$ cat config.mk
export PLATFORM = sky130hd
export DESIGN_NAME = wb_scalar_arbiter
export DESIGN_NICKNAME = d
export VERILOG_FILES = /design/src/rtl/wb_scalar_arbiter_pkg.sv /design/src/rtl/wb_scalar_arbiter_rr.sv /design/src/rtl/wb_scalar_arbiter.sv
export SDC_FILE = /design/constraint.sdc
export NUM_CORES = 1
export LEC_CHECK = 0
export ABC_AREA = 1
export ABC_CLOCK_PERIOD_IN_PS = 4250
export BUFFER_PORTS_ARGS = -buffer_cell sky130_fd_sc_hd__buf_2
export CAP_MARGIN = 20
export CORE_UTILIZATION = 54
export CTS_CLUSTER_DIAMETER = 30
export CTS_CLUSTER_SIZE = 25
export DETAILED_ROUTE_END_ITERATION = 8
export GPL_TIMING_DRIVEN = 0
export HOLD_SLACK_MARGIN = 0.06
export PLACE_DENSITY = 0.8
export SKIP_CTS_REPAIR_TIMING = 1
export SYNTH_ARGS = -nofsm -noshare
export SYNTH_HDL_FRONTEND = slang
export SYNTH_HIERARCHICAL = 1
export SYNTH_SLANG_ARGS = --single-unit
$ cat constraint.sdc
create_clock -name clk -period 4.25 [get_ports clk]
set_input_delay 0.6375 -clock clk [delete_from_list [all_inputs] [get_ports clk]]
set_output_delay 0.6375 -clock clk [all_outputs]
set_load 0.1 [all_outputs]
$ cat src/rtl/wb_scalar_arbiter_pkg.sv
// Shared widths and helpers for the scalar writeback arbiter.
package wb_scalar_arbiter_pkg;

    localparam int WB_XLEN     = 32;
    localparam int WB_REGIDX_W = 5;
    localparam int WB_REGEXT_W = 3;
    localparam int WB_WID_W    = 3;

    localparam int WB_IDX_W   = WB_REGIDX_W + WB_REGEXT_W;
    localparam int WB_NUM_SRC = 4;

    // A write to x0 is architecturally a no-op, but the result still completes.
    function automatic logic wb_x0_wxd(input logic wxd, input logic idx_nonzero);
        return wxd & idx_nonzero;
    endfunction

endpackage

$ cat src/rtl/wb_scalar_arbiter_rr.sv
// N-way round-robin arbiter: searches req_i from ptr upward with wrap-around.
// The pointer advances past the granted requester and holds when nothing is granted.
module wb_rr_arbiter
    import wb_scalar_arbiter_pkg::*;
#(
    parameter int N  = 4,
    parameter int IW = 2
) (
    input  logic          clk,
    input  logic          rst_n,
    input  logic [N-1:0]  req_i,
    input  logic          en_i,
    output logic [N-1:0]  grant_o,
    output logic [IW-1:0] grant_idx_o
);

    localparam logic [IW:0]   N_L    = (IW+1)'(N);
    localparam logic [IW-1:0] LAST_L = IW'(N - 1);

    logic [IW-1:0] ptr_q;
    logic [IW-1:0] ptr_d;
    logic [IW:0]   sum_s;
    logic [IW-1:0] cand_s;
    logic          found_s;

    // Rotating priority search starting at ptr_q.
    always_comb begin
        grant_o     = '0;
        grant_idx_o = '0;
        found_s     = 1'b0;
        sum_s       = '0;
        cand_s      = '0;
        for (int k = 0; k < N; k++) begin
            sum_s = {1'b0, ptr_q} + (IW+1)'(k);
            if (sum_s >= N_L) begin
                cand_s = IW'(sum_s - N_L);
            end else begin
                cand_s = IW'(sum_s);
            end
            if (en_i && !found_s && req_i[cand_s]) begin
                found_s     = 1'b1;
                grant_o     = '0;
                grant_o[cand_s] = 1'b1;
                grant_idx_o = cand_s;
            end else begin
                found_s = found_s;
            end
        end
    end

    // Next pointer: one past the winner, wrapping at the last requester.
    always_comb begin
        ptr_d = ptr_q;
        if (found_s) begin
            if (grant_idx_o == LAST_L) begin
                ptr_d = '0;
            end else begin
                ptr_d = grant_idx_o + IW'(1);
            end
        end else begin
            ptr_d = ptr_q;
        end
    end

    // Pointer register.
    always_ff @(posedge clk) begin
        if (!rst_n) begin
            ptr_q <= '0;
        end else begin
            ptr_q <= ptr_d;
        end
    end

endmodule

$ cat src/rtl/wb_scalar_arbiter.sv
// Scalar writeback stage: one-entry buffer per source, round-robin selection
// into a registered output slot, x0 write suppression applied at slot load.
module wb_scalar_arbiter
    import wb_scalar_arbiter_pkg::*;
#(
    parameter int NUM_SRC = WB_NUM_SRC,
    parameter int DATA_W  = WB_XLEN,
    parameter int IDX_W   = WB_IDX_W,
    parameter int WID_W   = WB_WID_W
) (
    input  logic                         clk,
    input  logic                         rst_n,
    input  logic [NUM_SRC-1:0]           src_valid_i,
    output logic [NUM_SRC-1:0]           src_ready_o,
    input  logic [NUM_SRC-1:0]           src_wxd_i,
    input  logic [NUM_SRC*DATA_W-1:0]    src_rd_i,
    input  logic [NUM_SRC*IDX_W-1:0]     src_reg_idxw_i,
    input  logic [NUM_SRC*WID_W-1:0]     src_warp_id_i,
    output logic                         out_valid_o,
    input  logic                         out_ready_i,
    output logic                         out_wxd_o,
    output logic [DATA_W-1:0]            out_rd_o,
    output logic [IDX_W-1:0]             out_reg_idxw_o,
    output logic [WID_W-1:0]             out_warp_id_o,
    output logic [$clog2(NUM_SRC)-1:0]   out_src_o
);

    localparam int SRC_W = $clog2(NUM_SRC);

    logic [NUM_SRC-1:0] buf_v_q;
    logic [NUM_SRC-1:0] buf_wxd_q;
    logic [DATA_W-1:0]  buf_rd_q  [NUM_SRC];
    logic [IDX_W-1:0]   buf_idx_q [NUM_SRC];
    logic [WID_W-1:0]   buf_wid_q [NUM_SRC];

    logic               out_valid_q;
    logic               out_wxd_q;
    logic [DATA_W-1:0]  out_rd_q;
    logic [IDX_W-1:0]   out_idx_q;
    logic [WID_W-1:0]   out_wid_q;
    logic [SRC_W-1:0]   out_src_q;

    logic               slot_free_s;
    logic               any_grant_s;
    logic [NUM_SRC-1:0] grant_s;
    logic [NUM_SRC-1:0] fire_s;
    logic [SRC_W-1:0]   grant_idx_s;

    assign slot_free_s = ~out_valid_q | out_ready_i;
    assign any_grant_s = |grant_s;
    // Grants are already gated by slot_free, so a draining buffer accepts a refill.
    assign src_ready_o = ~buf_v_q | grant_s;
    assign fire_s      = src_valid_i & src_ready_o;

    wb_rr_arbiter #(
        .N  (NUM_SRC),
        .IW (SRC_W)
    ) u_rr (
        .clk         (clk),
        .rst_n       (rst_n),
        .req_i       (buf_v_q),
        .en_i        (slot_free_s),
        .grant_o     (grant_s),
        .grant_idx_o (grant_idx_s)
    );

    // Per-source buffers: load on fire, otherwise clear when granted.
    always_ff @(posedge clk) begin
        if (!rst_n) begin
            buf_v_q   <= '0;
            buf_wxd_q <= '0;
            for (int i = 0; i < NUM_SRC; i++) begin
                buf_rd_q[i]  <= '0;
                buf_idx_q[i] <= '0;
                buf_wid_q[i] <= '0;
            end
        end else begin
            for (int i = 0; i < NUM_SRC; i++) begin
                if (fire_s[i]) begin
                    buf_v_q[i]   <= 1'b1;
                    buf_wxd_q[i] <= src_wxd_i[i];
                    buf_rd_q[i]  <= src_rd_i[i*DATA_W +: DATA_W];
                    buf_idx_q[i] <= src_reg_idxw_i[i*IDX_W +: IDX_W];
                    buf_wid_q[i] <= src_warp_id_i[i*WID_W +: WID_W];
                end else if (grant_s[i]) begin
                    buf_v_q[i] <= 1'b0;
                end else begin
                    buf_v_q[i] <= buf_v_q[i];
                end
            end
        end
    end

    // Output slot: load the winner, empty when consumed with no new winner, else hold.
    always_ff @(posedge clk) begin
        if (!rst_n) begin
            out_valid_q <= 1'b0;
            out_wxd_q   <= 1'b0;
            out_rd_q    <= '0;
            out_idx_q   <= '0;
            out_wid_q   <= '0;
            out_src_q   <= '0;
        end else if (any_grant_s) begin
            out_valid_q <= 1'b1;
            out_wxd_q   <= wb_x0_wxd(buf_wxd_q[grant_idx_s], |buf_idx_q[grant_idx_s]);
            out_rd_q    <= buf_rd_q[grant_idx_s];
            out_idx_q   <= buf_idx_q[grant_idx_s];
            out_wid_q   <= buf_wid_q[grant_idx_s];
            out_src_q   <= grant_idx_s;
        end else if (out_ready_i) begin
            out_valid_q <= 1'b0;
        end else begin
            out_valid_q <= out_valid_q;
        end
    end

    assign out_valid_o    = out_valid_q;
    assign out_wxd_o      = out_wxd_q;
    assign out_rd_o       = out_rd_q;
    assign out_reg_idxw_o = out_idx_q;
    assign out_warp_id_o  = out_wid_q;
    assign out_src_o      = out_src_q;

endmodule

# Word-level counts from Yosys, hierarchy flattened
# Memories as Yosys holds them, arrays and structs flattened. A register that Yosys moved wholly into a read port is not among the register bits.
# Index checks and enable logic that the tools add are counted.
# Widths: inputs -> output; s select.
[classes]
add_sub_neg = 8
multipliers = 0
div_mod_pow = 0
magnitude_cmp = 13
n_eq_ne = 1
shifts = 0
mux = 70
bitwise = 18
reduce_logical = 23
[op_table]
columns = ["cell", "n"]
rows = [
  ["$mux 32", 4],
  ["$mux 1", 36],
  ["$mux 8", 4],
  ["$mux 2", 9],
  ["$mux 4", 4],
  ["$lt 2x3->1 const B", 5],
  ["$or 1x1->1", 13],
  ["$mux 3", 4],
  ["$logic_and 1x1->1", 11],
  ["$bmux 1 s2", 5],
  ["$reduce_bool 2->1", 5],
  ["$ge 3x3->1 const B", 3],
  ["$demux 1 s2", 4],
  ["$ge 2x1->1 const B", 4],
  ["$reduce_or 8->1", 1],
  ["$sub 2x1->2 const B", 4],
  ["$add 2x2->3 const B", 2],
  ["$logic_not 1->1", 5],
  ["$and 4x4->4", 1],
  ["$not 4->4", 1],
  ["$or 4x4->4", 1],
  ["$reduce_or 4->1", 1],
  ["$add 2x1->3 const B", 1],
  ["$ge 2x3->1 const B", 1],
  ["other kinds (4)", 4],
]
[totals]
reg_bits = 22
latch_bits = 0
ramBits = 172
romBits = 0
input_bits = 183
out_inout_bits = 51
word_cells = 149
n_memories = 3
[mem_list]
columns = ["name", "depth", "word_bits", "read_ports", "rd_ports_with_merged_regs", "wr", "line_no", "source"]
rows = [
  ["buf_rd_q", 4, 32, 1, 1, 4, "wb_scalar_arbiter.sv:32", "logic [DATA_W-1:0] buf_rd_q [NUM_SRC];"],
  ["buf_idx_q", 4, 8, 1, 0, 4, "wb_scalar_arbiter.sv:33", "logic [IDX_W-1:0] buf_idx_q [NUM_SRC];"],
  ["buf_wid_q", 4, 3, 1, 1, 4, "wb_scalar_arbiter.sv:34", "logic [WID_W-1:0] buf_wid_q [NUM_SRC];"],
]

# Logic depth before layout (Yosys ltp)
# Gate-level depths: netlist of the first run.
[depth]
word_depth = 24
depth_mapped = 22

# Modules after synthesis
# Netlist of the first run, hierarchy kept.
[by_module_without_submodules]
columns = ["mod", "n_inst", "cells_per_inst", "area_per_inst_um2"]
rows = [
  ["wb_scalar_arbiter", 1, 1047, 9940.8],
  ["wb_rr_arbiter", 1, 93, 526.8],
]

# Worst setup path after synthesis of the first run
# Ideal clock, no wire load.
[synth_timing]
path_type = "register -> register"
start = "register out_valid_q, in the netlist out_valid_o"
end = "memory buf_idx_q[3][0] (netlist name), enable pin"
arrival_ps = 3883
slack_ps = -34
stages_incl_launch_ff = 12
n_path_buf = 0
path_cell_list = "dfxtp_1 nand2_1 inv_1 o21bai_4 inv_2 nor2_4 nand2_2 o21ai_0 inv_2 nand2_1 nand2_1 nand2_1"
[synth_lines]
columns = ["item", "line_no", "source"]
rows = [
  ["from (decl)", "wb_scalar_arbiter.sv:36", "logic out_valid_q;"],
  ["from (signal assigned)", "wb_scalar_arbiter.sv:113", "out_valid_q <= out_valid_q;"],
  ["to (decl)", "wb_scalar_arbiter.sv:33", ""],
]

==> results of run 1 <==
[layer usage]
layer	vias up	GRT usage, %	wire [µm]
met4	0	16.4	1250
li1	4244	-	-
met3	99	4.25	2420
met2	513	54.1	15300
met5	-	0	0
met1	4219	39.3	11900
[layout make-up]
class	instances	area [µm²]
flip-flops and latches	229	6310
fillers	1392	5240
multi-input cells	612	2900
repair buffers	237	1250
clock buffers	54	1230
inverters	239	905
plain buffers	60	368
well taps	260	325
clock inverters	32	303
diodes	2	5.00
[through the flow]
step / TNS, ns / instances / util (%) / instance area (µm²) / hold WS, ns
detailed placement: 0 / 1637 / 64.0 / 12000 / 0.471
global placement: -4.30 / 1633 / 63.5 / 12000 / 0.462
CTS: 0 / 1723 / 72.1 / 13600 / 0.376
floorplan: 0 / 1140 / - / 10500 / 0.448
global route: 0 / 1725 / 72.2 / 13600 / 0.388
finish: 0 / 1725 / 72.2 / 13600 / 0.388
[cells by family (layout without fill, tap and decap cells)]
logic type	Yosys count	count (layout)	share of synthesized area (%)
AO/OA/AOI/OAI	223	223	12.2
adder cells (fa/ha/maj)	4	4	0.478
buffers and inverters	299	622	12.2
flip-flops	229	229	60.2
other	0	2	0
AND/OR/NAND/NOR	385	385	15.0
[synth_stat cells (2+ instances only)]
library cell  instances  area, µm²
dfxtp_1              57       1140
buf_2                14       70.1
nand4_2               2       25.0
o21ai_1              40        200
buf_4                 3       22.5
inv_1               231        867
nand3_2               4       40.0
nor2_1              246        923
clkinv_1              2       7.51
edfxtp_1            172       5160
clkbuf_1             21       78.8
buf_1                 6       22.5
o21ai_0              86        430
a21oi_1              19       95.1
buf_6                15        169
nand2_1              87        327
o21bai_1             35        263
inv_2                 4       15.0
ha_1                  4       50.1
o22ai_1              40        250
nand2_2               8       50.1
nand3_1              34        170
nand4_1               2       12.5
[sequential cells by signal, indices dropped and copies added (netlist names), 2 cells and up, named ones only]
signal	cells
buf_idx_q	32
out_reg_idxw_o	8
buf_rd_q	128
out_warp_id_o	3
out_src_o	2
out_rd_o	32
buf_wid_q	12
buf_wxd_q	4
buf_v_q	4
[worst min-delay path, cell delays in order]
cell	delay (ns)
buf_2	0.11
inv_1	0.04
o21ai_0	0.07
[path summary, 6_finish.rpt]
check,start,endpoint,slack (ns),cells past startpoint
min,src_wxd_i[2],buf_wxd_q[2]$_SDFFE_PN0P_,0.39,3
max,register,src_ready_o[2],0.23,14
min reg2reg,buf_wxd_q[1]$_SDFFE_PN0P_,buf_wxd_q[1]$_SDFFE_PN0P_,0.49,2
max reg2reg,register,buf_rd_q[3][6]$_SDFFCE_PN0P_,0.71,16
==> out/results.tsv, run 1 <==
stage	metric	value	unit
timing	setup ws final	0.235	ns
timing	skew final	0.0185	ns
synthesis	Mapped Avg Cell Area	9.18	µm²
synthesis	Post-synth ARST share	0	%
cts	CTS tree	built	
timing	Max Clk Rate	249	MHz
timing	Max-slew headroom	53.4	%
critical_path	CP Max Fanout	10	
synthesis	Syn. warnings	6	
timing	worst-margin pin slew	0.699	ns
flow_run	max cap viols	0	
synthesis	Mapped Cells	1140	
critical_path	Critical Path, Cell by Cell	inv_2 -> ha_1 -> inv_1 -> nand3_1 -> nand2_2 -> inv_1 -> o21bai_4 -> inv_2 -> nor2_4 -> nand2_2 -> o21ai_0 -> inv_1 -> nand2_1 -> buf_2	
floorplanning	initial core utilization	55.6	%
route	DRT antenna net count	0	
route	vias	9075	
synthesis	number of synthesized flops with an enable pin	172	
global_routing	initial antenna violation count	2	
global_routing	largest net degree at the start of global routing	33	
critical_path	Critical Path RT	3.61	ns
route	Via density	5.26	
critical_path	Crit path largest cell delay	0.52	ns
global_routing	first-pass GRT wire length	47500	µm
route	initial DRC count	906	
floorplanning	Die X	141	µm
synthesis	sequential share of the synthesized area	60.2	%
critical_path	cell mode on critical path	inv_1	
global_routing	aggregate global-route resource usage	31.6	%
synthesis	Synth Flop Type	edfxtp_1	
floorplanning	DIE HEIGHT	141	µm
synthesis	synthesized flop and latch total	229	
critical_path	family with the most delay on the worst path	buffers and inverters	
critical_path	CP startpoint kind	register	
cts	H-tree depth	2	
cts	Clock Tree Buf Depth	3	
timing	setup violators final	0	
placed_design	Final Wtd Congestion	0.942	
cts	total CTS buffers	46	
timing	period utilization	94.5	%
final_layout	ratio of cells with drive above 1 in the final layout	25.8	%
final_layout	commonest non-fill, non-tap cells in the layout	buf_2, nor2_1, inv_1, edfxtp_1, o21ai_0	
route	first-pass detailed-route iteration total	5	
global_routing	vias in the first global route	9237	
min_path	worst hold path class	in2reg	
critical_path	Worst Path Buf+Inv	6	
timing	RSZ-0062 raised after global routing	no	
placed_design	dpl hpwl	20800	µm
critical_path	kind of critical path	reg2out	
floorplanning	die area	19900	µm²
cts	Clock Tree Root	clkbuf_16	
status	run status	finished, final reports clean	
timing	final hold vios	0	
cts	Worst-Skew Late Latency	0.53	ns
placed_design	DP Worst Slack	0.743	ns
route	Routed WL	30900	µm
floorplanning	IO Pins	234	
floorplanning	row count	50	
timing	Tmin final	4.02	ns
critical_path	CP endpoint kind	primary output	
critical_path	slowest stage cell, crit path	dfxtp_1	
critical_path	data arrival time of the worst path	3.38	ns
placed_design	# port buffers	233	
synthesis	Synth cell types	31	
cts	clock sink count	229	
floorplanning	core area	18800	µm²
timing	pins over their slew limit	0	
synthesis	Mapped Area	10500	µm²
route	Residual DRC	0	
synthesis	post-synthesis net count	1327	
final_layout	most common cell after layout, fill and taps aside	buf_2	
global_routing	Congestion Overflow GR	0	
final_layout	Final Net Count	1612	
route	WL per Instance	17.9	µm
final_layout	Syn-to-layout area delta	29.8	%
cts	clock-pin slew on the worst setup and hold paths	0.05	ns
Power of run 1 is not shown: default switching activity piles up to over one toggle a cycle in this logic, so the estimate is an artifact.
==> run 2, diff against run 1 <==
- CORE_ASPECT_RATIO: not set -> 1.5
==> out/results.tsv, run 2 (synthesis gave the netlist of run 1 again) <==
stage	metric	value	unit	change
floorplanning	Die X	116	µm	-18%
global_routing	initial antenna violation count	3		+1
flow_run	max cap viols	0		unchanged
final_layout	Largest register FFs	128		unchanged
placed_design	dpl hpwl	21200	µm	+1.6%
route	Via density	5.24		-0.35%
status	run status	finished, final reports clean		
cts	CTS tree	built		
cts	total CTS buffers	34		-26%
final_layout	Biggest register	buf_rd_q		
route	first-pass detailed-route iteration total	5		unchanged
route	vias	8902		-1.9%
timing	setup ws final	0.339	ns	+0.104 ns
critical_path	CP endpoint kind	primary output		
route	Routed WL	30000	µm	-2.8%
critical_path	CP startpoint kind	register		
critical_path	CP Max Fanout	10		unchanged
cts	Clock Tree Buf Depth	3		unchanged
critical_path	kind of critical path	reg2out		
timing	pins over their slew limit	0		unchanged
global_routing	vias in the first global route	8983		-2.7%
final_layout	Layout fillers	1477		+6.1%
cts	Clock Tree Root	clkbuf_16		
timing	Max-slew headroom	56.3	%	+3.0 points
route	DRT antenna net count	0		unchanged
min_path	worst hold path class	in2reg		
final_layout	Util after Layout	69.5	%	-2.6 points
timing	final hold vios	0		unchanged
timing	worst-margin pin slew	0.655	ns	-0.0444 ns
final_layout	Final Net Count	1600		-0.74%
global_routing	largest net degree at the start of global routing	37		+12%
floorplanning	core area	19100	µm²	+1.3%
final_layout	most common cell after layout, fill and taps aside	nor2_1		
critical_path	data arrival time of the worst path	3.27	ns	-0.11 ns
floorplanning	DIE HEIGHT	173	µm	+22%
cts	clock-pin slew on the worst setup and hold paths	0.06	ns	about the same
timing	Tmin final	3.91	ns	-0.104 ns
cts	clock sink count	229		unchanged
critical_path	Critical Path RT	3.61	ns	about the same
final_layout	ratio of cells with drive above 1 in the final layout	24.9	%	-0.89 points
cts	Worst-Skew Late Latency	0.50	ns	-0.03 ns
route	Residual DRC	0		unchanged
timing	period utilization	92.0	%	-2.5 points
timing	setup violators final	0		unchanged
placed_design	DP Worst Slack	0.623	ns	-0.120 ns
floorplanning	row count	62		+24%
floorplanning	die area	20000	µm²	about the same
final_layout	commonest non-fill, non-tap cells in the layout	nor2_1, buf_2, inv_1, edfxtp_1, o21ai_0		
placed_design	# port buffers	233		unchanged
global_routing	aggregate global-route resource usage	30.5	%	-1.2 points
final_layout	Syn-to-layout area delta	26.8	%	
route	WL per Instance	17.7	µm	-1.2%
floorplanning	initial core utilization	54.9	%	-0.74 points
timing	Max Clk Rate	256	MHz	+2.7%
floorplanning	IO Pins	234		unchanged
timing	skew final	0.0249	ns	+0.00645 ns
timing	RSZ-0062 raised after global routing	no		
global_routing	first-pass GRT wire length	45500	µm	-4.2%
placed_design	Final Wtd Congestion	0.866		-8.1%
global_routing	Congestion Overflow GR	0		unchanged
route	initial DRC count	711		-22%
critical_path	flop-to-flop setup slack	0.70	ns	about the same
cts	H-tree depth	2		unchanged
-- run 2: cell types whose count changed in the layout (fill, tap and decap cells not counted), moves of 3 or more --
cell | previous run | this run
clkbuf_16 | 48 | 37
clkinv_2 | 11 | 3
clkinv_4 | 6 | 2
buf_2 | 247 | 244
clkbuf_1 | 26 | 23
clkbuf_4 | 0 | 3
-- run 2: worst max-delay path, stage by stage, from the launching register on --
cell and delay (ns):
dfxtp_2 0.46, inv_2 0.16, ha_1 0.38, inv_1 0.13, nand3_1 0.14, nand2_2 0.10
inv_1 0.06, o21bai_4 0.13, inv_2 0.06, nor2_4 0.12, nand2_2 0.09, o21ai_0 0.19
inv_1 0.10, nand2_1 0.17, buf_2 0.46
-- run 2: area by class of cell --
| cell class | count | area (µm²) | share of cell area [%] |
|---|---|---|---|
| Sequential cell | 229 | 6310 | 47.5 |
| Multi-Input combinational cell | 612 | 2900 | 21.8 |
| Timing Repair Buffer | 237 | 1250 | 9.45 |
| Clock buffer | 40 | 947 | 7.14 |
| Inverter | 239 | 905 | 6.82 |
| Buffer | 60 | 368 | 2.77 |
| Tap cell | 256 | 320 | 2.41 |
| Clock inverter | 22 | 262 | 1.97 |
| Antenna cell | 3 | 7.51 | 0.0566 |
-- run 2: final timing paths --
check / depth (start not counted) / start / to
worst min-delay path: 3 / src_rd_i[12] / buf_rd_q[0][12]$_SDFFCE_PN0P_
worst max-delay path: 14 / register / src_ready_o[2]
worst min register to register: 2 / buf_wxd_q[1]$_SDFFE_PN0P_ / buf_wxd_q[1]$_SDFFE_PN0P_
worst max register to register: 16 / register / buf_rd_q[3][24]$_SDFFCE_PN0P_
-- run 2: stage by stage --
step | setup TNS [ns] | hold WS (ns) | area (µm²) | cells
finish | 0 | 0.429 | 13300 | 1698
global route | 0 | 0.432 | 13300 | 1698
CTS | 0 | 0.428 | 13300 | 1695
detailed placement | 0 | 0.472 | 12000 | 1633
global placement | -8.90 | 0.464 | 12000 | 1629
floorplan | 0 | 0.448 | 10500 | 1140
-- run 2: layer usage --
metal	up-vias	routed length, µm	GRT usage (%)	share of wire (%)
li1	4203	-	-	-
met1	4159	11400	35.8	38
met2	433	15100	52.6	50
met3	107	1860	3.31	6.2
met4	0	1640	18.5	5.5
met5	-	0	0	0
Power of run 2 is left out for the same reason.
==> run 3, diff against run 2 <==
- ABC_CLOCK_PERIOD_IN_PS: 4250 -> 5100
- CORE_UTILIZATION: 54 -> 55
- clock period: 4.25 -> 5.1 ns (I/O delays scaled with it)
==> out/results.tsv, run 3 (synthesis gave the netlist of run 1 again) <==
stage	metric	value	unit	change
flow_run	max cap viols	0		unchanged
final_layout	cell area after layout	13400	µm²	+0.81%
route	WL per Instance	17.6	µm	-0.50%
final_layout	Final Net Count	1604		+0.25%
critical_path	data arrival time of the worst path	3.39	ns	+0.12 ns
final_layout	Syn-to-layout area delta	27.8	%	
route	Routed WL	29900	µm	-0.32%
route	initial DRC count	690		-3.0%
timing	Max Clk Rate	241	MHz	
critical_path	kind of critical path	reg2out		
cts	total CTS buffers	38		+12%
timing	setup violators final	0		unchanged
placed_design	dpl hpwl	21000	µm	-0.81%
final_layout	area of the multi-input gates	2900	µm²	unchanged
global_routing	initial antenna violation count	3		unchanged
critical_path	Critical Path Sink	src_ready_o[3]		
timing	Tmin final	4.15	ns	
final_layout	Largest register FFs	128		unchanged
critical_path	CP endpoint kind	primary output		
timing	RSZ-0062 raised after global routing	no		
route	first-pass detailed-route iteration total	5		unchanged
final_layout	most common cell after layout, fill and taps aside	buf_2		
floorplanning	DIE HEIGHT	171	µm	-0.90%
final_layout	ratio of cells with drive above 1 in the final layout	24.7	%	-0.19 points
status	run status	finished, final reports clean		
route	Residual DRC	0		unchanged
final_layout	Layout fillers	1446		-2.1%
floorplanning	die area	19600	µm²	-1.8%
placed_design	# port buffers	233		unchanged
timing	Setup TNS Final	0	ns	unchanged
critical_path	reg-to-reg endpoint	buf_rd_q[0][17]$_SDFFCE_PN0P_		
timing	Hold WS	0.496	ns	+0.0675 ns
placed_design	Final Wtd Congestion	0.902		+4.2%
critical_path	CP startpoint kind	register		
global_routing	vias in the first global route	8789		-2.2%
global_routing	Congestion Overflow GR	0		unchanged
critical_path	Critical Path RT	4.34	ns	+0.73 ns
cts	H-tree depth	2		unchanged
final_layout	Biggest register	buf_rd_q		
timing	worst-margin pin slew	0.633	ns	-0.0222 ns
cts	clock-pin slew on the worst setup and hold paths	0.05	ns	about the same
timing	skew final	0.0176	ns	-0.00728 ns
route	Via density	5.29		+0.99%
route	DRT antenna net count	0		unchanged
route	vias	9006		+1.2%
floorplanning	row count	61		-1.6%
critical_path	flop-to-flop setup slack	1.55	ns	+0.85 ns
critical_path	Reg2Reg Depth	16		unchanged
floorplanning	IO Pins	234		unchanged
timing	pins over their slew limit	0		unchanged
min_path	Worst Hold Depth	2		-1
floorplanning	Die X	115	µm	-0.90%
global_routing	first-pass GRT wire length	45400	µm	-0.17%
final_layout	commonest non-fill, non-tap cells in the layout	buf_2, nor2_1, inv_1, edfxtp_1, o21ai_0		
placed_design	Area after DPL	12000	µm²	about the same
global_routing	largest net degree at the start of global routing	35		-5.4%
min_path	worst hold path class	reg2reg		
cts	Clock Tree Root	clkbuf_16		
final_layout	Util after Layout	71.8	%	+2.3 points
final_layout	register area	6310	µm²	about the same
critical_path	CP Max Fanout	10		unchanged
timing	final hold vios	0		unchanged
global_routing	aggregate global-route resource usage	31.2	%	+0.78 points
floorplanning	core area	18600	µm²	-2.4%
cts	Clock Tree Buf Depth	3		unchanged
cts	CTS tree	built		
timing	Max-slew headroom	57.8	%	+1.5 points
cts	Worst-Skew Late Latency	0.51	ns	about the same
cts	clock sink count	229		unchanged
timing	period utilization	81.4	%	
floorplanning	initial core utilization	56.2	%	+1.4 points
[run 3: changes by cell type in the layout (fill, tap and decap cells not counted), sizes merged]
cell / change
clkbuf: +9
buf: +3
clkinv: -3
clkinvlp: -2
bufinv: +1
inv: -1
[run 3: through the flow]
step / cells / setup slack [ns]
after global placement: 1625 / 0.430
after CTS: 1698 / 0.963
after global routing: 1701 / 0.726
after detailed placement: 1629 / 1.49
after floorplan: 1140 / 0.816
final: 1701 / 0.948
[run 3: worst min path at each step]
stage                              startpoint                        end  slack (ns)
floorplan           buf_wxd_q[0]$_SDFFE_PN0P_  buf_wxd_q[0]$_SDFFE_PN0P_        0.45
global placement    buf_wxd_q[1]$_SDFFE_PN0P_  buf_wxd_q[1]$_SDFFE_PN0P_        0.46
detailed placement  buf_wxd_q[1]$_SDFFE_PN0P_  buf_wxd_q[1]$_SDFFE_PN0P_        0.47
CTS                 buf_wxd_q[1]$_SDFFE_PN0P_  buf_wxd_q[1]$_SDFFE_PN0P_        0.50
global route        buf_wxd_q[1]$_SDFFE_PN0P_  buf_wxd_q[1]$_SDFFE_PN0P_        0.52
finish              buf_wxd_q[1]$_SDFFE_PN0P_  buf_wxd_q[1]$_SDFFE_PN0P_        0.50
[run 3: area by class of cell]
type                       count  area share [%]
antenna                        3          0.0561
buffer                        60            2.75
clock buffer                  52            8.13
clock inverter                17            1.81
inverter                     239            6.76
multi-input combinational    612            21.7
sequential                   229            47.1
tap                          252            2.36
timing repair buffer         237            9.32
[run 3: metal layers]
layer	wire length, µm	share of wire (%)	vias up	track usage [%]
li1	-	-	4224	-
met1	10900	36	4171	37.2
met2	15100	51	510	53.8
met3	2420	8.1	101	4.57
met4	1520	5.1	0	17.9
met5	0	0	-	0
[run 3: critical path, cell delays in order (launching register included)]
cell      delay (ns)
dfxtp_1         0.56
inv_2           0.20
ha_1            0.40
inv_1           0.13
nand3_1         0.13
nand2_2         0.10
inv_1           0.06
o21bai_4        0.13
inv_2           0.06
nor2_4          0.13
nand2_2         0.09
o21ai_0         0.20
inv_2           0.07
nand2_1         0.16
buf_2           0.46
Power of run 3 is left out for the same reason.
